<file path="config.mk">
export PLATFORM = sky130hd
export DESIGN_NAME = tri_frame_scheduler_flat
export DESIGN_NICKNAME = d
export VERILOG_FILES = /design/src/rtl/tri_frame_scheduler_pkg.sv /design/src/rtl/tri_frame_scheduler_if.sv /design/src/rtl/tri_frame_scheduler_cam_latch.sv /design/src/rtl/tri_frame_scheduler.sv /design/src/flat_wrapper.sv
export SDC_FILE = /design/constraint.sdc
export NUM_CORES = 1
export LEC_CHECK = 0
export ABC_CLOCK_PERIOD_IN_PS = 6100
export BUFFER_PORTS_ARGS = -buffer_cell sky130_fd_sc_hd__buf_2
export CAP_MARGIN = 20
export CORE_AREA = 2 2 285 287
export CTS_BUF_LIST = sky130_fd_sc_hd__clkbuf_16
export DETAILED_ROUTE_END_ITERATION = 8
export DIE_AREA = 0 0 287 289
export HOLD_SLACK_MARGIN = 0.02
export PLACE_DENSITY = 0.52
export SLEW_MARGIN = 20
export SYNTH_ARGS = -nofsm -noshare
export SYNTH_HDL_FRONTEND = slang
export SYNTH_SLANG_ARGS = --single-unit
</file>
<file path="constraint.sdc">
create_clock -name clk_in -period 6.1 [get_ports clk_in]
set_input_delay 0 -clock clk_in [delete_from_list [all_inputs] [get_ports clk_in]]
set_output_delay 0 -clock clk_in [all_outputs]
set_load 0.05 [all_outputs]
</file>
<file path="src/rtl/tri_frame_scheduler_pkg.sv">
// Shared types and sizing for the per-frame triangle scheduler and its camera latch.
package tri_frame_scheduler_pkg;

  localparam int unsigned NUM_TRI      = 2048;
  localparam int unsigned TRI_W        = $clog2(NUM_TRI);
  localparam int unsigned P_WIDTH      = 16;
  localparam int unsigned C_WIDTH      = 18;
  localparam int unsigned V_WIDTH      = 16;
  localparam int unsigned BRAM_LATENCY = 2;

  typedef logic [TRI_W-1:0]     tri_id_t;
  // One extra bit so a full NUM_TRI frame never wraps the counter.
  typedef logic [TRI_W:0]       tri_cnt_t;
  typedef logic [3*P_WIDTH-1:0] vertex_t;
  typedef vertex_t [2:0]        tri_vertices_t;
  typedef logic [3*C_WIDTH-1:0] cam_ctr_t;
  typedef logic [3*V_WIDTH-1:0] cam_vec_t;

  typedef enum logic [2:0] {
    StIdle,
    StIssue,
    StWait,
    StPresent,
    StDone
  } sched_state_e;

  function automatic tri_cnt_t clamp_num_tri(input tri_cnt_t n);
    return (n > tri_cnt_t'(NUM_TRI)) ? tri_cnt_t'(NUM_TRI) : n;
  endfunction

endpackage

</file>
<file path="src/rtl/tri_frame_scheduler_if.sv">
// Triangle output channel: valid/ready handshake carrying ID and vertex data.
interface tri_frame_scheduler_if;
  import tri_frame_scheduler_pkg::*;

  logic          valid;
  logic          ready;
  tri_id_t       tri_id;
  tri_vertices_t p;

  modport master (output valid, output tri_id, output p, input ready);
  modport slave  (input valid, input tri_id, input p, output ready);

endinterface

</file>
<file path="src/rtl/tri_frame_scheduler_cam_latch.sv">
// Load-enabled register bank for the camera center and basis, cleared by reset.
module tri_frame_scheduler_cam_latch
  import tri_frame_scheduler_pkg::*;
(
  input  logic     clk_i,
  input  logic     rst_ni,
  input  logic     load_i,
  input  cam_ctr_t c_i,
  input  cam_vec_t u_i,
  input  cam_vec_t v_i,
  input  cam_vec_t n_i,
  output cam_ctr_t c_o,
  output cam_vec_t u_o,
  output cam_vec_t v_o,
  output cam_vec_t n_o
);

  cam_ctr_t c_q;
  cam_vec_t u_q, v_q, n_q;

  always_ff @(posedge clk_i or negedge rst_ni) begin
    if (!rst_ni) begin
      c_q <= '0;
      u_q <= '0;
      v_q <= '0;
      n_q <= '0;
    end else if (load_i) begin
      c_q <= c_i;
      u_q <= u_i;
      v_q <= v_i;
      n_q <= n_i;
    end
  end

  assign c_o = c_q;
  assign u_o = u_q;
  assign v_o = v_q;
  assign n_o = n_q;

endmodule

</file>
<file path="src/rtl/tri_frame_scheduler.sv">
// Per-frame sequencer: latches the camera, fetches each triangle's vertices from BRAM
// and presents them one at a time on a valid/ready channel.
module tri_frame_scheduler
  import tri_frame_scheduler_pkg::*;
#(
  parameter int unsigned BramLatency = BRAM_LATENCY
) (
  input  logic          clk_in,
  input  logic          rst_in_n,
  input  logic          frame_start_in,
  input  tri_cnt_t      num_tri_in,
  input  cam_ctr_t      C_in,
  input  cam_vec_t      u_in,
  input  cam_vec_t      v_in,
  input  cam_vec_t      n_in,
  output tri_id_t       vtx_addr_out,
  input  tri_vertices_t vtx_data_in,
  output cam_ctr_t      C_out,
  output cam_vec_t      u_out,
  output cam_vec_t      v_out,
  output cam_vec_t      n_out,
  output logic          busy_out,
  output logic          frame_done_out,
  tri_frame_scheduler_if.master out_if
);

  localparam int unsigned WaitW = (BramLatency > 1) ? $clog2(BramLatency) : 1;
  typedef logic [WaitW-1:0] wait_t;

  sched_state_e  state_q;
  tri_cnt_t      cnt_q;
  tri_cnt_t      num_tri_q;
  wait_t         wait_q;
  tri_id_t       addr_q;
  tri_id_t       tri_id_q;
  tri_vertices_t p_q;
  logic          valid_q;
  logic          busy_q;
  logic          done_q;
  logic          cam_load;

  assign cam_load = (state_q == StIdle) && frame_start_in;

  tri_frame_scheduler_cam_latch u_cam_latch (
    .clk_i  (clk_in),
    .rst_ni (rst_in_n),
    .load_i (cam_load),
    .c_i    (C_in),
    .u_i    (u_in),
    .v_i    (v_in),
    .n_i    (n_in),
    .c_o    (C_out),
    .u_o    (u_out),
    .v_o    (v_out),
    .n_o    (n_out)
  );

  // The BRAM address is updated on entry to StIssue so it is stable for the whole
  // ISSUE cycle; data is then captured BramLatency+1 cycles later.
  always_ff @(posedge clk_in or negedge rst_in_n) begin
    if (!rst_in_n) begin
      state_q   <= StIdle;
      cnt_q     <= '0;
      num_tri_q <= '0;
      wait_q    <= '0;
      addr_q    <= '0;
      tri_id_q  <= '0;
      p_q       <= '0;
      valid_q   <= 1'b0;
      busy_q    <= 1'b0;
      done_q    <= 1'b0;
    end else begin
      done_q <= 1'b0;
      unique case (state_q)
        StIdle: begin
          if (frame_start_in) begin
            num_tri_q <= clamp_num_tri(num_tri_in);
            cnt_q     <= '0;
            busy_q    <= 1'b1;
            if (num_tri_in != '0) begin
              addr_q  <= '0;
              state_q <= StIssue;
            end else begin
              done_q  <= 1'b1;
              state_q <= StDone;
            end
          end
        end
        StIssue: begin
          wait_q  <= wait_t'(BramLatency - 1);
          state_q <= StWait;
        end
        StWait: begin
          if (wait_q == '0) begin
            p_q      <= vtx_data_in;
            tri_id_q <= tri_id_t'(cnt_q);
            valid_q  <= 1'b1;
            state_q  <= StPresent;
          end else begin
            wait_q <= wait_q - wait_t'(1);
          end
        end
        StPresent: begin
          if (out_if.ready) begin
            valid_q <= 1'b0;
            cnt_q   <= cnt_q + tri_cnt_t'(1);
            if (cnt_q == num_tri_q - tri_cnt_t'(1)) begin
              done_q  <= 1'b1;
              state_q <= StDone;
            end else begin
              addr_q  <= tri_id_t'(cnt_q + tri_cnt_t'(1));
              state_q <= StIssue;
            end
          end
        end
        StDone: begin
          busy_q  <= 1'b0;
          state_q <= StIdle;
        end
        default: state_q <= StIdle;
      endcase
    end
  end

  assign vtx_addr_out   = addr_q;
  assign busy_out       = busy_q;
  assign frame_done_out = done_q;
  assign out_if.valid   = valid_q;
  assign out_if.tri_id  = tri_id_q;
  assign out_if.p       = p_q;

endmodule

</file>
<file path="src/flat_wrapper.sv">
// flat-port wrapper written by rule: the top's interface ports become plain ports
module tri_frame_scheduler_flat import tri_frame_scheduler_pkg::*;
#(
  parameter int unsigned BramLatency = BRAM_LATENCY
)
  (clk_in, rst_in_n, frame_start_in, num_tri_in, C_in, u_in, v_in, n_in, vtx_addr_out, vtx_data_in, C_out, u_out, v_out, n_out, busy_out, frame_done_out, out_if_valid, out_if_tri_id, out_if_p, out_if_ready);
  tri_frame_scheduler_if out_if_i ();
  input  logic clk_in;
  input  logic rst_in_n;
  input  logic frame_start_in;
  input  tri_cnt_t num_tri_in;
  input  cam_ctr_t C_in;
  input  cam_vec_t u_in;
  input  cam_vec_t v_in;
  input  cam_vec_t n_in;
  output tri_id_t vtx_addr_out;
  input  tri_vertices_t vtx_data_in;
  output cam_ctr_t C_out;
  output cam_vec_t u_out;
  output cam_vec_t v_out;
  output cam_vec_t n_out;
  output logic busy_out;
  output logic frame_done_out;
  output wire logic [$bits(out_if_i.valid)-1:0] out_if_valid;
  output wire logic [$bits(out_if_i.tri_id)-1:0] out_if_tri_id;
  output wire logic [$bits(out_if_i.p)-1:0] out_if_p;
  input wire logic [$bits(out_if_i.ready)-1:0] out_if_ready;
  assign out_if_valid = out_if_i.valid;
  assign out_if_tri_id = out_if_i.tri_id;
  assign out_if_p = out_if_i.p;
  assign out_if_i.ready = out_if_ready;
  tri_frame_scheduler #(.BramLatency(BramLatency)) u_core (.clk_in(clk_in), .rst_in_n(rst_in_n), .frame_start_in(frame_start_in), .num_tri_in(num_tri_in), .C_in(C_in), .u_in(u_in), .v_in(v_in), .n_in(n_in), .vtx_addr_out(vtx_addr_out), .vtx_data_in(vtx_data_in), .C_out(C_out), .u_out(u_out), .v_out(v_out), .n_out(n_out), .busy_out(busy_out), .frame_done_out(frame_done_out), .out_if(out_if_i));
endmodule
</file>
[Word level (Yosys, flattened, before mapping)]
Index checks and enable logic that the tools add are counted.
Word-level totals
  bits in registers: 395
  latch bits: 0
  RAM bits: 0
  ROM bits: 0
  input bits: 358
  output and inout bits: 367
  logic and storage cells: 72
  memories kept: 0
Cells by class
  add/sub/neg operators: 3
  multipliers: 0
  divide/modulo/power cells: 0
  magnitude comparators: 1
  equality and inequality tests: 10
  shift operators: 0
  mux-type cells: 27
  bitwise operators: 1
  reductions and logical operators: 14
Operators with widths (count)
  $mux 11: 4
  $mux 12: 3
  $pmux 12 s2: 1
  $pmux 11 s2: 1
  $mux 3: 5
  $add 12x1->12 const B: 1
  $eq 12x12->1: 1
  $gt 12x12->1 const B: 1
  $pmux 3 s4: 1
  $reduce_bool 12->1: 1
  $sub 12x1->12 const B: 1
  $ne 2x2->1 const B: 5
  $reduce_and 3->1: 3
  $mux 1: 8
  $pmux 1 s2: 4
  $reduce_bool 2->1: 4
  $eq 3x2->1 const B: 2
  $reduce_and 2->1: 3
  $reduce_and 5->1: 1
  $eq 3x1->1 const B: 1
  $eq 3x3->1 const B: 1
  $logic_not 3->1: 1
  $logic_and 1x1->1: 1
  $not 1->1: 1
  $sub 1x1->1 const B: 1

[Depth between registers and ports, before layout]
Gate-level depths: netlist of the first run.
  depth in word-level cells: 5
  gate-level depth with buffers: 9

[Cells and area by module]
A second synthesis of the first run with hierarchy kept.
Second synthesis, totals
  cells, all modules: 1009
  area, all modules: 16004.1 µm²
Modules (own cells, without submodules)
  tri_frame_scheduler: instances 1, cells each 591, area each 8236.6 µm², sequential area each 4929.7 µm²
  tri_frame_scheduler_cam_latch: instances 1, cells each 418, area each 7767.4 µm², sequential area each 4954.8 µm²

[Worst setup path before layout of the first run]
OpenSTA, ideal clock, no wires.
  kind: register to register
  start: reg u_core.num_tri_q[0]
  end: reg u_core.addr_q[4], in the netlist u_core.vtx_addr_out[4]
  library setup time: 0.095 ns
  data arrival time: 2.288 ns
  required time: 6.005 ns
  setup slack: 3.716 ns
  stages on the path, launching flop included: 8
  path through: dfrtp_1 or4_4 o41a_1 o211a_1 o311a_1 and3_4 buf_6 o31ai_1
Between the ends
  cells in the longest elaborated chain, start to end: 4
Ends and longest elaborated chain
  start, declared: RTL line tri_frame_scheduler.sv:32  | tri_cnt_t num_tri_q;
  start signal, assigned: RTL line tri_frame_scheduler.sv:77  | num_tri_q <= clamp_num_tri(num_tri_in);
  $sub 12x1->12: RTL line tri_frame_scheduler.sv:107  | if (cnt_q == num_tri_q - tri_cnt_t'(1)) begin
  $eq 12x12->1: RTL line tri_frame_scheduler.sv:107
  $ne 2x2->1 (no source line)
  $reduce_and 5->1 (no source line)
  end signal, assigned: RTL line tri_frame_scheduler.sv:111  | addr_q <= tri_id_t'(cnt_q + tri_cnt_t'(1));
  end, declared: RTL line tri_frame_scheduler.sv:34  | tri_id_t addr_q;
No other way between the ends.
A chain may end at the register's enable or synchronous reset.

[Worst setup path in the final report of the first run]
  start: reg u_core.num_tri_q[0]
  end: reg u_core.addr_q[2], in the netlist u_core.vtx_addr_out[2]
The elaborated chain is that of the path after synthesis.

==> impl_results.html, run 1 <==
<table>
<tr><th>Metric</th><th>Value</th></tr>
<tr><th colspan="2">Run status</th></tr>
<tr><td>Run status</td><td>finished, final reports clean</td></tr>
<tr><th colspan="2">Global routing</th></tr>
<tr><td>Number of global-route vias before repair</td><td>15,000</td></tr>
<tr><td>Global-route wire length before repair</td><td>84,300 um</td></tr>
<tr><td>Number of antenna violations at the first check in global routing</td><td>2</td></tr>
<tr><td>Final global-route overflow total</td><td>0</td></tr>
<tr><td>Maximum number of pins on one net before global-route repair</td><td>157</td></tr>
<tr><td>Global-route usage over all layers</td><td>12.7%</td></tr>
<tr><th colspan="2">Timing</th></tr>
<tr><td>Slew at the pin with the worst max-slew slack</td><td>1.11 ns</td></tr>
<tr><td>Pins over their slew limit</td><td>0</td></tr>
<tr><td># setup viols final</td><td>0</td></tr>
<tr><td>Unrepaired setup endpoints after global routing</td><td>false</td></tr>
<tr><td>Final TNS setup</td><td>0 ns</td></tr>
<tr><td>Count of final hold-check violations</td><td>0</td></tr>
<tr><td>Final critical-path share of the clock period</td><td>46.4%</td></tr>
<tr><td>Worst relative slew slack</td><td>25.8%</td></tr>
<tr><td>Max Clock Freq</td><td>353 MHz</td></tr>
<tr><td>Min Clock Period, post-route</td><td>2.83 ns</td></tr>
<tr><td>Clk_skew</td><td>0.0214 ns</td></tr>
<tr><th colspan="2">Min path</th></tr>
<tr><td>Path category of the worst min-delay check</td><td>in2async</td></tr>
<tr><th colspan="2">Clock tree</th></tr>
<tr><td>Post-CTS setup buffer count</td><td>0</td></tr>
<tr><td>Maximum number of buffers from clock root to sink</td><td>3</td></tr>
<tr><td>CTS clk-pin slew, worst paths</td><td>0.06 ns</td></tr>
<tr><td>Clock sink count</td><td>395</td></tr>
<tr><td>Clock insertion delay at the later pin of the skew report</td><td>0.57 ns</td></tr>
<tr><td>TritonCTS clock tree</td><td>built</td></tr>
<tr><td>CTS Buf Count</td><td>46</td></tr>
<tr><td>Clock Tree Root</td><td>clkbuf_16</td></tr>
<tr><td>Clock H-tree levels</td><td>2</td></tr>
<tr><th colspan="2">Power and ir drop</th></tr>
<tr><td>Power per unit of standard cell area</td><td>586 mW/mm^2</td></tr>
<tr><td>Sum of internal, switching and leakage power</td><td>14.9 mW</td></tr>
<tr><td>Static power due to leakage</td><td>13.0 nW</td></tr>
<tr><td>Largest vdd supply drop</td><td>0.000297 V</td></tr>
<tr><th colspan="2">Synth</th></tr>
<tr><td>Synth Warn #</td><td>0</td></tr>
<tr><td>Area of the mapped netlist</td><td>0.0156 mm^2</td></tr>
<tr><td>Post-synthesis cell type count</td><td>44</td></tr>
<tr><td>Async S/R FF share, synth</td><td>100%</td></tr>
<tr><td>Ys flop type</td><td>dfrtp_1</td></tr>
<tr><td>Yosys reg bits</td><td>395</td></tr>
<tr><td>Number of enable flip-flop cells after synthesis</td><td>0</td></tr>
<tr><td>Sequential area share after synthesis</td><td>63.4%</td></tr>
<tr><td>Mean post-synth cell area</td><td>10.8 um^2</td></tr>
<tr><td>Syn_nets</td><td>1,809</td></tr>
<tr><td>Gate count of the mapped netlist</td><td>1,449</td></tr>
<tr><th colspan="2">Setup path</th></tr>
<tr><td>Critical path peak fanout</td><td>12</td></tr>
<tr><td>Kind of end point of the critical path</td><td>register</td></tr>
<tr><td>Critical setup path kind</td><td>reg2reg</td></tr>
<tr><td>Data arrival, critical path</td><td>3.25 ns</td></tr>
<tr><td>Critical Path RT</td><td>6.52 ns</td></tr>
<tr><td>Nature of the critical path startpoint</td><td>register</td></tr>
<tr><th colspan="2">Floorplanning</th></tr>
<tr><td>Die H</td><td>289 um</td></tr>
<tr><td>Starting density of the core</td><td>19.5%</td></tr>
<tr><td>Core region area</td><td>0.0799 mm^2</td></tr>
<tr><td>Floorplan row count</td><td>104</td></tr>
<tr><td>Top-level port count</td><td>725</td></tr>
<tr><td>Die Outline Area</td><td>0.0829 mm^2</td></tr>
<tr><td>Horiz. Die Dim</td><td>287 um</td></tr>
<tr><th colspan="2">Layout</th></tr>
<tr><td>Fraction of final layout cells with drive strength greater than 1</td><td>37.7%</td></tr>
<tr><td>Reg area</td><td>0.00988 mm^2</td></tr>
<tr><td>Multi-input combinational cell area</td><td>0.00537 mm^2</td></tr>
<tr><td>Final core occ</td><td>31.7%</td></tr>
<tr><td>Net total in the final layout</td><td>2,872</td></tr>
<tr><td>Number of fillers in the final layout</td><td>8,172</td></tr>
<tr><td>Signed area change from the synthesized netlist to the final layout</td><td>62.8%</td></tr>
<tr><th colspan="2">Drt</th></tr>
<tr><td>Total iterations of the first detailed-routing run</td><td>5</td></tr>
<tr><td>Starting DRT DRC Count</td><td>629</td></tr>
<tr><td>DRT antenna net count</td><td>0</td></tr>
<tr><td>DRT Wirelength</td><td>55,700 um</td></tr>
<tr><td>DR WL/cell</td><td>15.5 um</td></tr>
<tr><td>Detailed-route vias per instance</td><td>3.97</td></tr>
<tr><td>Post-detailed-route DRC marker count</td><td>0</td></tr>
<tr><td>Vias post-DR</td><td>14,300</td></tr>
<tr><th colspan="2">Run</th></tr>
<tr><td>Count of max-cap constraint violations</td><td>0</td></tr>
<tr><th colspan="2">Placement</th></tr>
<tr><td>Port bufs</td><td>724</td></tr>
<tr><td>Post-DP HPWL</td><td>37,600 um</td></tr>
<tr><td>Final RePlAce weighted congestion</td><td>0.827</td></tr>
</table>
-- cells by family after synthesis --
logic type	count (synthesis)	share of synthesized area (%)
buffers and inverters	89	2.20
flip-flops	395	63.4
multiplexers	158	11.4
AO/OA/AOI/OAI	63	2.86
AND/OR/NAND/NOR	717	18.5
XOR/XNOR	25	1.41
adder cells (fa/ha/maj)	2	0.161
-- cell usage after synthesis, drive strengths merged (2+ instances only) --
cell	number	area share [%]
nand2	632	15
dfrtp	395	63
mux2	156	11
clkbuf	80	1.9
and3	17	0.71
o21ai	16	0.51
xnor2	16	0.90
nor2	14	0.34
and2	12	0.48
o31ai	12	0.58
a41oi	11	0.62
nor3	11	0.35
xor2	9	0.51
nand3	7	0.22
nand3b	7	0.34
a21oi	6	0.19
inv	5	0.12
a22o	4	0.22
buf	4	0.15
a21o	3	0.14
nor4	3	0.12
o22ai	3	0.12
a31o	2	0.11
ha	2	0.16
mux2i	2	0.13
nand2b	2	0.080
nor3b	2	0.096
nor4b	2	0.11
or3b	2	0.11
or4	2	0.12
-- per-layer routing --
metal | track usage (%) | wire, um | vias up | part of all wire [%]
met5 | 0 | 0 | - | 0
met4 | 5.46 | 2180 | 0 | 3.9
met3 | 2.97 | 3370 | 116 | 6.0
met2 | 21.6 | 27400 | 497 | 49
met1 | 15.5 | 22700 | 6867 | 41
li1 | - | - | 6811 | -
-- power breakdown --
part	switching, mW	internal, mW	total, mW
Sequential	0.693	3.80	4.49
Clock	1.11	1.43	2.54
Combinational	5.80	2.02	7.82
Total	7.61	7.25	14.9
-- state kept, by name, indices dropped and copies added (netlist names), 12 cells and up --
| signal | count |
|---|---|
| u_core.cnt_q | 12 |
| u_core.num_tri_q | 12 |
| u_core.out_if.p | 144 |
| u_core.u_cam_latch.c_o | 54 |
| u_core.u_cam_latch.n_o | 48 |
| u_core.u_cam_latch.u_o | 48 |
| u_core.u_cam_latch.v_o | 48 |
-- critical path, stage by stage, from the launching register on --
cell and delay (ns):
dfrtp_1 0.42, or4_4 0.54, o41a_1 0.35, nor4_1 0.36, o311a_1 0.54, and3_4 0.37
o31ai_1 0.09
-- path summary, 6_finish.rpt --
kind,startpoint,to,slack (ns),cells past startpoint
min in group clk_in,u_in[36],u_core.u_cam_latch.u_o[36],0.15,4
min,rst_in_n,u_core.u_cam_latch.v_o[40],0.05,2
max reg2reg,u_core.num_tri_q[0],u_core.vtx_addr_out[2],3.27,6
max in group asynchronous,rst_in_n,u_core.out_if.p[4],4.72,3
min reg2reg,u_core.u_cam_latch.v_o[35],u_core.u_cam_latch.v_o[35],0.46,2
max,u_core.num_tri_q[0],u_core.vtx_addr_out[2],3.27,6
-- timing repair --
action,in CTS,in global routing
endpoints found under the hold margin,455,0
gates resized for setup,0,0
endpoints found under the setup margin,0,0
hold buffers,362,0
-- layout by cell type (no fill, tap or decap), types with 3 or more instances in the layout --
cell           Yosys  layout
a21o_1             3       3
dlygate4sd3_1      0     362
buf_2              1     723
o21ai_0           16      16
xnor2_1           16      16
buf_12             0       5
and2_1            12      12
a21oi_1            6       6
nand3_1            7       7
o22ai_1            3       3
clkinv_2           0       3
nand2_1          632     632
a22o_1             4       4
inv_1              5      18
dfrtp_1          395     395
o31ai_1           12      12
nor3_1            11      10
nor2_1            14      14
a41oi_1           11      11
clkinv_1           0       9
buf_4              0       8
and3_1            16      16
nor4_1             3       3
xor2_1             9       9
mux2_2           156     156
nand3b_1           7       7
clkbuf_16          0      49
-- through the flow --
| stage | cell area [um^2] | setup WS (ns) | cells | hold slack (ns) |
|---|---|---|---|---|
| 2_1_floorplan | 15600 | 3.72 | 1449 | -0.296 |
| 3_3_place_gp | 20400 | 3.30 | 3162 | 0.0897 |
| 3_5_place_dp | 20400 | 3.29 | 3162 | 0.0894 |
| 4_1_cts | 25400 | 3.27 | 3601 | 0.0373 |
| 5_1_grt | 25400 | 3.03 | 3602 | 0.0840 |
| 6_report | 25400 | 3.27 | 3602 | 0.0499 |
-- area by class of cell --
type	instances	area share, %
diodes	1	0.00987
multi-input cells	965	21.2
well taps	1060	5.23
clock buffers	49	4.83
clock inverters	28	0.479
inverters	5	0.0740
flip-flops and latches	395	39.0
repair buffers	1099	29.2
Note: power is estimated with default switching activity, not from simulation.
==> inputs of run 2 (changes only) <==
--- a/config.mk
+++ b/config.mk
@@ -5,15 +5,15 @@
 export SDC_FILE = /design/constraint.sdc
 export NUM_CORES = 1
 export LEC_CHECK = 0
-export ABC_CLOCK_PERIOD_IN_PS = 6100
+export ABC_CLOCK_PERIOD_IN_PS = 2500
 export BUFFER_PORTS_ARGS = -buffer_cell sky130_fd_sc_hd__buf_2
 export CAP_MARGIN = 20
-export CORE_AREA = 2 2 285 287
+export CORE_AREA = 2 2 278 280
 export CTS_BUF_LIST = sky130_fd_sc_hd__clkbuf_16
 export DETAILED_ROUTE_END_ITERATION = 8
-export DIE_AREA = 0 0 287 289
+export DIE_AREA = 0 0 280 282
 export HOLD_SLACK_MARGIN = 0.02
-export PLACE_DENSITY = 0.52
+export PLACE_DENSITY = 0.55
 export SLEW_MARGIN = 20
 export SYNTH_ARGS = -nofsm -noshare
 export SYNTH_HDL_FRONTEND = slang
==> constraint.sdc (replaced) <==
create_clock -name clk_in -period 2.5 [get_ports clk_in]
set_input_delay 0 -clock clk_in [delete_from_list [all_inputs] [get_ports clk_in]]
set_output_delay 0 -clock clk_in [all_outputs]
set_load 0.05 [all_outputs]
==> run 2 against run 1 <==
  * The run now ends with negative setup slack left
  * Sequential cell count is the same
  * Sequential share of layout area down 0.86 points
  * Critical endpoint is now u_core.vtx_addr_out[8]
  * Global-route usage rose by 1.4 points
  * Clock skew is 0.011 ns lower
  * Critical path type unchanged
  * Die area fell by 4.8%
  * Largest power group unchanged
  * Highest routed layer is now met5
==> impl_results.html, run 2 (synthesis results as in run 1) <==
<table>
<tr><th>Metric</th><th>Value</th></tr>
<tr><th colspan="2">Setup path</th></tr>
<tr><td>Capturing point of the worst reg2reg path</td><td>u_core.vtx_addr_out[8] (was u_core.vtx_addr_out[2])</td></tr>
<tr><td>Data arrival, critical path</td><td>2.92 ns (was 3.25 ns)</td></tr>
<tr><td>Critical path, cell by cell</td><td>or4_4, o41a_1, o211a_1, o311a_1, buf_6, a41oi_1, o31ai_1 (was or4_4, o41a_1, nor4_1, o311a_1, and3_4, o31ai_1)</td></tr>
<tr><td>Register-to-Register Path Depth</td><td>7 (was 6)</td></tr>
<tr><td>Largest stage delay on the critical path</td><td>0.56 ns (was 0.54 ns)</td></tr>
<tr><td>Critical path peak fanout</td><td>11 (was 12)</td></tr>
<tr><td>Critical R2R Launch</td><td>u_core.num_tri_q[1] (was u_core.num_tri_q[0])</td></tr>
<tr><td>Critical Path RT</td><td>2.91 ns (was 6.52 ns)</td></tr>
<tr><td>Nature of the critical path startpoint</td><td>register (unchanged)</td></tr>
<tr><td>Reg2Reg Setup Slack</td><td>-0.01 ns (was 3.27 ns)</td></tr>
<tr><td>Critical setup path kind</td><td>reg2reg (unchanged)</td></tr>
<tr><td>Critical-path top delay cell</td><td>or4_4 (unchanged)</td></tr>
<tr><td>Kind of end point of the critical path</td><td>register (unchanged)</td></tr>
<tr><th colspan="2">Timing</th></tr>
<tr><td>Slew at the pin with the worst max-slew slack</td><td>0.788 ns (was 1.11 ns)</td></tr>
<tr><td>Final TNS setup</td><td>-0.0295 ns (was 0 ns)</td></tr>
<tr><td>Min Clock Period, post-route</td><td>2.51 ns (was 2.83 ns)</td></tr>
<tr><td>Max Clock Freq</td><td>398 MHz (was 353 MHz)</td></tr>
<tr><td>Worst Hold Margin</td><td>0.100 ns (was 0.0499 ns)</td></tr>
<tr><td>Pins over their slew limit</td><td>0 (unchanged)</td></tr>
<tr><td>Worst relative slew slack</td><td>47.4% (was 25.8%)</td></tr>
<tr><td>Clk_skew</td><td>0.0108 ns (was 0.0214 ns)</td></tr>
<tr><td># setup viols final</td><td>3 (was 0)</td></tr>
<tr><td>Unrepaired setup endpoints after global routing</td><td>true (was false)</td></tr>
<tr><td>Final critical-path share of the clock period</td><td>100% (was 46.4%)</td></tr>
<tr><td>Count of final hold-check violations</td><td>0 (unchanged)</td></tr>
<tr><td>Worst setup slack after layout</td><td>-0.0110 ns (was 3.27 ns)</td></tr>
<tr><th colspan="2">Drt</th></tr>
<tr><td>Vias post-DR</td><td>14,700 (was 14,300)</td></tr>
<tr><td>DR WL/cell</td><td>16.6 um (was 15.5 um)</td></tr>
<tr><td>Detailed-route vias per instance</td><td>4.11 (was 3.97)</td></tr>
<tr><td>DRT antenna net count</td><td>0 (unchanged)</td></tr>
<tr><td>DRT Wirelength</td><td>59,400 um (was 55,700 um)</td></tr>
<tr><td>Total iterations of the first detailed-routing run</td><td>5 (unchanged)</td></tr>
<tr><td>Post-detailed-route DRC marker count</td><td>0 (unchanged)</td></tr>
<tr><td>Starting DRT DRC Count</td><td>673 (was 629)</td></tr>
<tr><th colspan="2">Run status</th></tr>
<tr><td>Run status</td><td>finished with violations (was finished, final reports clean)</td></tr>
<tr><td>Failing checks</td><td>negative setup slack</td></tr>
<tr><th colspan="2">Layout</th></tr>
<tr><td>Most common cell after layout, fill and taps aside</td><td>buf_2 (unchanged)</td></tr>
<tr><td>Multi-input combinational cell area</td><td>0.00544 mm^2 (was 0.00537 mm^2)</td></tr>
<tr><td>Reg area</td><td>0.00988 mm^2 (unchanged)</td></tr>
<tr><td>Fraction of final layout cells with drive strength greater than 1</td><td>39.4% (was 37.7%)</td></tr>
<tr><td>Signed area change from the synthesized netlist to the final layout</td><td>66.5% (was 62.8%)</td></tr>
<tr><td>Most frequent cells in the layout</td><td>buf_2, nand2_1, dfrtp_1 (unchanged)</td></tr>
<tr><td>Number of fillers in the final layout</td><td>7,573 (was 8,172)</td></tr>
<tr><td>Net total in the final layout</td><td>2,920 (was 2,872)</td></tr>
<tr><td>Max FFs per register</td><td>144 (unchanged)</td></tr>
<tr><td>Final core occ</td><td>34.3% (was 31.7%)</td></tr>
<tr><th colspan="2">Power and ir drop</th></tr>
<tr><td>Largest vdd supply drop</td><td>0.000890 V (was 0.000297 V)</td></tr>
<tr><td>Power per unit of standard cell area</td><td>1420 mW/mm^2 (was 586 mW/mm^2)</td></tr>
<tr><td>Static power due to leakage</td><td>13.4 nW (was 13.0 nW)</td></tr>
<tr><th colspan="2">Clock tree</th></tr>
<tr><td>Clock insertion delay at the later pin of the skew report</td><td>0.55 ns (was 0.57 ns)</td></tr>
<tr><td>Clock sink count</td><td>395 (unchanged)</td></tr>
<tr><td>Clock H-tree levels</td><td>2 (unchanged)</td></tr>
<tr><td>Clock Tree Root</td><td>clkbuf_16 (unchanged)</td></tr>
<tr><td>TritonCTS clock tree</td><td>built (unchanged)</td></tr>
<tr><td>CTS clk-pin slew, worst paths</td><td>0.06 ns (about the same)</td></tr>
<tr><td>CTS Buf Count</td><td>46 (unchanged)</td></tr>
<tr><td>Maximum number of buffers from clock root to sink</td><td>3 (unchanged)</td></tr>
<tr><th colspan="2">Floorplanning</th></tr>
<tr><td>Die H</td><td>282 um (was 289 um)</td></tr>
<tr><td>Die Outline Area</td><td>0.0790 mm^2 (was 0.0829 mm^2)</td></tr>
<tr><td>Floorplan row count</td><td>101 (was 104)</td></tr>
<tr><td>Horiz. Die Dim</td><td>280 um (was 287 um)</td></tr>
<tr><td>Top-level port count</td><td>725 (unchanged)</td></tr>
<tr><td>Core region area</td><td>0.0757 mm^2 (was 0.0799 mm^2)</td></tr>
<tr><td>Starting density of the core</td><td>20.6% (was 19.5%)</td></tr>
<tr><th colspan="2">Global routing</th></tr>
<tr><td>Global-route wire length before repair</td><td>87,500 um (was 84,300 um)</td></tr>
<tr><td>Number of global-route vias before repair</td><td>15,200 (was 15,000)</td></tr>
<tr><td>Final global-route overflow total</td><td>0 (unchanged)</td></tr>
<tr><td>Global-route usage over all layers</td><td>14.1% (was 12.7%)</td></tr>
<tr><td>Maximum number of pins on one net before global-route repair</td><td>73 (was 157)</td></tr>
<tr><td>Number of antenna violations at the first check in global routing</td><td>4 (was 2)</td></tr>
<tr><th colspan="2">Placement</th></tr>
<tr><td>Post-DP HPWL</td><td>41,700 um (was 37,600 um)</td></tr>
<tr><td>Port bufs</td><td>724 (unchanged)</td></tr>
<tr><td>Final RePlAce weighted congestion</td><td>0.851 (was 0.827)</td></tr>
<tr><th colspan="2">Run</th></tr>
<tr><td>Count of max-cap constraint violations</td><td>0 (unchanged)</td></tr>
<tr><th colspan="2">Min path</th></tr>
<tr><td>Path category of the worst min-delay check</td><td>in2async (unchanged)</td></tr>
</table>
## run 2: layout make-up
class / count / share of cell area (%)
clock buffers: 47 / 4.53
multi-input cells: 965 / 21.0
flip-flops and latches: 395 / 38.1
inverters: 5 / 0.0724
diodes: 2 / 0.0193
clock inverters: 36 / 0.839
well taps: 978 / 4.72
repair buffers: 1147 / 30.7
## run 2: stage by stage
stage	instance area, um^2	worst slack [ns]	cells	power [mW]
finish	25900	-0.0110	3575	36.9
global route	25900	-0.0965	3573	38.8
CTS	25800	0.00828	3570	37.0
detailed placement	20800	0.0127	3127	30.1
global placement	20800	0.0272	3127	30.0
floorplan	15600	0.116	1449	24.7
## run 2: report_power, final
| group | switching (mW) | total [mW] | internal, mW |
|---|---|---|---|
| Sequential | 1.69 | 11.0 | 9.27 |
| Combinational | 14.4 | 19.7 | 5.25 |
| Clock | 2.70 | 6.30 | 3.60 |
## run 2: routing by layer
metal,GRT usage [%],routed length [um],up-vias,part of all wire (%)
li1,-,-,6924,-
met1,16.6,23800,7131,40
met2,25.1,30100,520,51
met3,3.22,3520,109,5.9
met4,5.17,1930,4,3.2
met5,0,33,-,0.056
## run 2: worst max-delay path: cells and delay by family (launching register included)
kind	cells	cell delay (ns)
AOI/OAI and AO/OA	5	1.25
buffers and inverters	1	0.17
DFF	1	0.40
and+or+nand+nor	1	0.56
## run 2: worst max-delay path by stage
stage	from	endpoint	slack (ns)	depth (start not counted)
3_5_place_dp	u_core.num_tri_q[1]	u_core.vtx_addr_out[3]	0.01	7
3_3_place_gp	u_core.num_tri_q[1]	u_core.vtx_addr_out[2]	0.03	7
6_report	u_core.num_tri_q[1]	u_core.vtx_addr_out[8]	-0.01	7
4_1_cts	u_core.num_tri_q[1]	u_core.vtx_addr_out[3]	0.008	6
2_1_floorplan	u_core.num_tri_q[0]	u_core.vtx_addr_out[4]	0.12	7
5_1_grt	u_core.num_tri_q[1]	u_core.vtx_addr_out[1]	-0.1	7
## run 2: what timing repair did
item	in CTS	in global routing
setup endpoints to repair	2	15
pin swaps	0	3
setup buffers	0	1
gates resized for setup	1	16
gates cloned	0	2
hold buffers	360	0
endpoints found under the hold margin	721	0
==> inputs of run 3 (changes only) <==
--- a/config.mk
+++ b/config.mk
@@ -8,12 +8,14 @@
 export ABC_CLOCK_PERIOD_IN_PS = 2500
 export BUFFER_PORTS_ARGS = -buffer_cell sky130_fd_sc_hd__buf_2
 export CAP_MARGIN = 20
-export CORE_AREA = 2 2 278 280
+export CELL_PAD_IN_SITES_DETAIL_PLACEMENT = 1
+export CELL_PAD_IN_SITES_GLOBAL_PLACEMENT = 1
+export CORE_AREA = 2 2 279 281
 export CTS_BUF_LIST = sky130_fd_sc_hd__clkbuf_16
 export DETAILED_ROUTE_END_ITERATION = 8
-export DIE_AREA = 0 0 280 282
+export DIE_AREA = 0 0 281 283
 export HOLD_SLACK_MARGIN = 0.02
-export PLACE_DENSITY = 0.55
+export PLACE_DENSITY = 0.66
 export SLEW_MARGIN = 20
 export SYNTH_ARGS = -nofsm -noshare
 export SYNTH_HDL_FRONTEND = slang
==> run 3 against run 2 <==
  * The run still ends with negative setup slack left
  * Clock skew is 0.0044 ns higher
  * Cell area is 1.0% higher
  * Highest routed layer is now met4
  * Combinational power is 3% higher
  * Critical path depth is 1 lower
  * Sequential cell count stayed put
  * Critical path type unchanged
  * Core utilization is 0.11 points lower
  * Sequential power hardly changed
  * Routed wire length is 12% higher
==> impl_results.html, run 3 (synthesis results as in run 1) <==
<table>
<tr><th>Metric</th><th>Value</th></tr>
<tr><th colspan="2">Global routing</th></tr>
<tr><td>Global-route wire length before repair</td><td>101,000 um (was 87,500 um)</td></tr>
<tr><td>Maximum number of pins on one net before global-route repair</td><td>77 (was 73)</td></tr>
<tr><td>Most used routing layer in global routing</td><td>met2 (unchanged)</td></tr>
<tr><td>Met2 layer usage reported by global route</td><td>30.2% (was 25.1%)</td></tr>
<tr><td>Met1 Usage GRT</td><td>17.0% (was 16.6%)</td></tr>
<tr><td>Met3 global-route usage</td><td>4.00% (was 3.22%)</td></tr>
<tr><td>Number of global-route vias before repair</td><td>17,200 (was 15,200)</td></tr>
<tr><td>Number of antenna violations at the first check in global routing</td><td>4 (unchanged)</td></tr>
<tr><td>Final global-route overflow total</td><td>0 (unchanged)</td></tr>
<tr><td>Global-route usage over all layers</td><td>16.3% (was 14.1%)</td></tr>
<tr><th colspan="2">Timing</th></tr>
<tr><td>Slew at the pin with the worst max-slew slack</td><td>0.632 ns (was 0.788 ns)</td></tr>
<tr><td>Count of final hold-check violations</td><td>0 (unchanged)</td></tr>
<tr><td>Pins over their slew limit</td><td>0 (unchanged)</td></tr>
<tr><td>Final critical-path share of the clock period</td><td>100% (about the same)</td></tr>
<tr><td># setup viols final</td><td>1 (was 3)</td></tr>
<tr><td>Worst setup slack after layout</td><td>-0.00149 ns (was -0.0110 ns)</td></tr>
<tr><td>Min Clock Period, post-route</td><td>2.50 ns (was 2.51 ns)</td></tr>
<tr><td>Worst relative slew slack</td><td>57.8% (was 47.4%)</td></tr>
<tr><td>Clk_skew</td><td>0.0152 ns (was 0.0108 ns)</td></tr>
<tr><td>Unrepaired setup endpoints after global routing</td><td>true (unchanged)</td></tr>
<tr><td>Worst Hold Margin</td><td>0.158 ns (was 0.100 ns)</td></tr>
<tr><td>Max Clock Freq</td><td>400 MHz (was 398 MHz)</td></tr>
<tr><td>Final TNS setup</td><td>-0.00149 ns (was -0.0295 ns)</td></tr>
<tr><th colspan="2">Power and ir drop</th></tr>
<tr><td>Internal power</td><td>18.7 mW (was 18.1 mW)</td></tr>
<tr><td>Sequential share of power</td><td>29.1% (was 29.7%)</td></tr>
<tr><td>Power per unit of standard cell area</td><td>1460 mW/mm^2 (was 1420 mW/mm^2)</td></tr>
<tr><td>Clock power frac</td><td>17.9% (was 17.1%)</td></tr>
<tr><td>Largest vdd supply drop</td><td>0.000711 V (was 0.000890 V)</td></tr>
<tr><td>Combinational fraction of design power</td><td>53.0% (was 53.3%)</td></tr>
<tr><td>Switch share</td><td>51.0% (was 50.9%)</td></tr>
<tr><td>Static power due to leakage</td><td>13.5 nW (was 13.4 nW)</td></tr>
<tr><td>Reported net switching power</td><td>19.5 mW (was 18.8 mW)</td></tr>
<tr><th colspan="2">Floorplanning</th></tr>
<tr><td>Core region area</td><td>0.0767 mm^2 (was 0.0757 mm^2)</td></tr>
<tr><td>Top-level port count</td><td>725 (unchanged)</td></tr>
<tr><td>Die H</td><td>283 um (was 282 um)</td></tr>
<tr><td>Starting density of the core</td><td>20.3% (was 20.6%)</td></tr>
<tr><td>Horiz. Die Dim</td><td>281 um (was 280 um)</td></tr>
<tr><td>Die Outline Area</td><td>0.0795 mm^2 (was 0.0790 mm^2)</td></tr>
<tr><td>Floorplan row count</td><td>102 (was 101)</td></tr>
<tr><th colspan="2">Setup path</th></tr>
<tr><td>Critical path peak fanout</td><td>12 (was 11)</td></tr>
<tr><td>Largest stage delay on the critical path</td><td>0.53 ns (was 0.56 ns)</td></tr>
<tr><td>Critical Path RT</td><td>2.95 ns (was 2.91 ns)</td></tr>
<tr><td>Nature of the critical path startpoint</td><td>register (unchanged)</td></tr>
<tr><td>Critical R2R Launch</td><td>u_core.num_tri_q[1] (unchanged)</td></tr>
<tr><td>Data arrival, critical path</td><td>2.95 ns (was 2.92 ns)</td></tr>
<tr><td>Critical path, cell by cell</td><td>or4_4, o41a_1, o211a_1, o311a_4, and3_4, o31ai_1 (was or4_4, o41a_1, o211a_1, o311a_1, buf_6, a41oi_1, o31ai_1)</td></tr>
<tr><td>Capturing point of the worst reg2reg path</td><td>u_core.vtx_addr_out[3] (was u_core.vtx_addr_out[8])</td></tr>
<tr><td>Register-to-Register Path Depth</td><td>6 (was 7)</td></tr>
<tr><td>Reg2Reg Setup Slack</td><td>-0.001 ns (was -0.01 ns)</td></tr>
<tr><td>Critical setup path kind</td><td>reg2reg (unchanged)</td></tr>
<tr><td>Critical-path top delay cell</td><td>or4_4 (unchanged)</td></tr>
<tr><td>Crit path max-delay family</td><td>compound AO/OA/AOI/OAI gates (unchanged)</td></tr>
<tr><td>Kind of end point of the critical path</td><td>register (unchanged)</td></tr>
<tr><td>Number of buffers and inverters on the critical path</td><td>0 (was 1)</td></tr>
<tr><th colspan="2">Layout</th></tr>
<tr><td>Most frequent cells in the layout</td><td>buf_2, nand2_1, dfrtp_1 (unchanged)</td></tr>
<tr><td>Number of cells in the finished layout apart from fillers</td><td>3,649 (was 3,575)</td></tr>
<tr><td>Max FFs per register</td><td>144 (unchanged)</td></tr>
<tr><td>Signed area change from the synthesized netlist to the final layout</td><td>68.1% (was 66.5%)</td></tr>
<tr><td>Final design instance area without fill</td><td>0.0262 mm^2 (was 0.0259 mm^2)</td></tr>
<tr><td>Net total in the final layout</td><td>2,932 (was 2,920)</td></tr>
<tr><td>Fraction of final layout cells with drive strength greater than 1</td><td>39.9% (was 39.4%)</td></tr>
<tr><td>Most common cell after layout, fill and taps aside</td><td>buf_2 (unchanged)</td></tr>
<tr><th colspan="2">Clock tree</th></tr>
<tr><td>Clock insertion delay at the later pin of the skew report</td><td>0.56 ns (was 0.55 ns)</td></tr>
<tr><td>CTS clk-pin slew, worst paths</td><td>0.06 ns (about the same)</td></tr>
<tr><td>Clock H-tree levels</td><td>2 (unchanged)</td></tr>
<tr><td>Maximum number of buffers from clock root to sink</td><td>3 (unchanged)</td></tr>
<tr><td>Clock sink count</td><td>395 (unchanged)</td></tr>
<tr><td>CTS Buf Count</td><td>46 (unchanged)</td></tr>
<tr><td>TritonCTS clock tree</td><td>built (unchanged)</td></tr>
<tr><td>Clock Tree Root</td><td>clkbuf_16 (unchanged)</td></tr>
<tr><th colspan="2">Min path</th></tr>
<tr><td>Worst hold path cell count</td><td>4</td></tr>
<tr><td>Start point of the worst min-delay path</td><td>v_in[41]</td></tr>
<tr><td>Worst Hold Path EP</td><td>u_core.u_cam_latch.v_o[41]</td></tr>
<tr><td>Path category of the worst min-delay check</td><td>in2reg (was in2async)</td></tr>
<tr><th colspan="2">Drt</th></tr>
<tr><td>Post-detailed-route DRC marker count</td><td>0 (unchanged)</td></tr>
<tr><td>DR WL/cell</td><td>18.3 um (was 16.6 um)</td></tr>
<tr><td>Starting DRT DRC Count</td><td>593 (was 673)</td></tr>
<tr><td>Total iterations of the first detailed-routing run</td><td>4 (was 5)</td></tr>
<tr><td>Detailed-route vias per instance</td><td>4.16 (was 4.11)</td></tr>
<tr><td>DRT Wirelength</td><td>66,800 um (was 59,400 um)</td></tr>
<tr><td>DRT antenna net count</td><td>0 (unchanged)</td></tr>
<tr><td>Vias post-DR</td><td>15,200 (was 14,700)</td></tr>
<tr><th colspan="2">Placement</th></tr>
<tr><td>Worst slack after detailed placement</td><td>-0.0228 ns (was 0.0127 ns)</td></tr>
<tr><td>Post-place instance area</td><td>0.0208 mm^2 (about the same)</td></tr>
<tr><td>Placed cell count</td><td>3,193 (was 3,127)</td></tr>
<tr><td>Port bufs</td><td>724 (unchanged)</td></tr>
<tr><td>Post-DP HPWL</td><td>42,700 um (was 41,700 um)</td></tr>
<tr><td>Final RePlAce weighted congestion</td><td>0.797 (was 0.851)</td></tr>
<tr><th colspan="2">Run</th></tr>
<tr><td>Count of max-cap constraint violations</td><td>0 (unchanged)</td></tr>
<tr><th colspan="2">Run status</th></tr>
<tr><td>Failing checks</td><td>negative setup slack (unchanged)</td></tr>
<tr><td>Run status</td><td>finished with violations (unchanged)</td></tr>
</table>
## run 3: changes by cell type in the layout (fill, tap and decap cells not counted), moves of 2 or more
cell / change
buf_12: -2
clkinvlp_4: +2
bufinv_16: +3
inv_6: -2
clkinv_1: -8
clkinv_2: -2
a41oi_1: -4
buf_6: -2
dlygate4sd3_1: +6
a41oi_2: +4
buf_4: +12
inv_1: +3
## run 3: power groups by stage
stage	Sequential, mW	Clock, mW	Combinational (mW)
after floorplan	20.3	0	4.36
after global placement	10.9	0	19.1
after detailed placement	11.0	0	19.3
after CTS	10.9	7.03	19.9
after global routing	11.5	7.30	21.2
final	11.1	6.84	20.2
## run 3: repair_timing
item,CTS,global route
endpoints found under the setup margin,11,18
endpoints found under the hold margin,760,0
hold buffers,367,0
buffers inserted,0,4
resized for setup,1,17
pin swaps,1,1
## run 3: layout make-up
cell class              instances  area [um^2]
fillers                      8801        50500
flip-flops and latches        395         9890
repair buffers               1159         8000
multi-input cells             965         5470
well taps                    1040         1300
clock buffers                  49         1230
clock inverters                33          285
inverters                       5         18.8
diodes                          3         7.51
## run 3: worst register-to-register path, cell delays in order (launching register included)
cell and delay, ns:
dfrtp_1 0.37, or4_4 0.53, o41a_1 0.36, o211a_1 0.27
o311a_4 0.34, and3_4 0.24, o31ai_1 0.28
## run 3: how the worst max path moves through the flow
stage,startpoint,endpoint,slack [ns],depth (start not counted)
2_1_floorplan,u_core.num_tri_q[0],u_core.vtx_addr_out[4],0.12,7
3_3_place_gp,u_core.num_tri_q[1],u_core.vtx_addr_out[3],0.05,6
3_5_place_dp,u_core.num_tri_q[1],u_core.vtx_addr_out[4],-0.02,6
4_1_cts,u_core.num_tri_q[1],u_core.vtx_addr_out[4],-0.002,6
5_1_grt,u_core.num_tri_q[1],u_core.vtx_addr_out[3],-0.09,6
6_report,u_core.num_tri_q[1],u_core.vtx_addr_out[3],-0.001,6
## run 3: stage by stage
stage	utilization (%)	power [mW]
4_1_cts	34.0	37.8
3_3_place_gp	27.2	30.0
2_1_floorplan	-	24.7
5_1_grt	34.2	40.0
3_5_place_dp	27.2	30.3
6_report	34.2	38.2
## run 3: metal layers
layer  vias up  wire length, um  part of all wire (%)
li1       6945                -                     -
met1      7468            24400                    37
met2       576            34700                    52
met3       190             4200                   6.3
met4         0             3410                   5.1
met5         -                0                     0
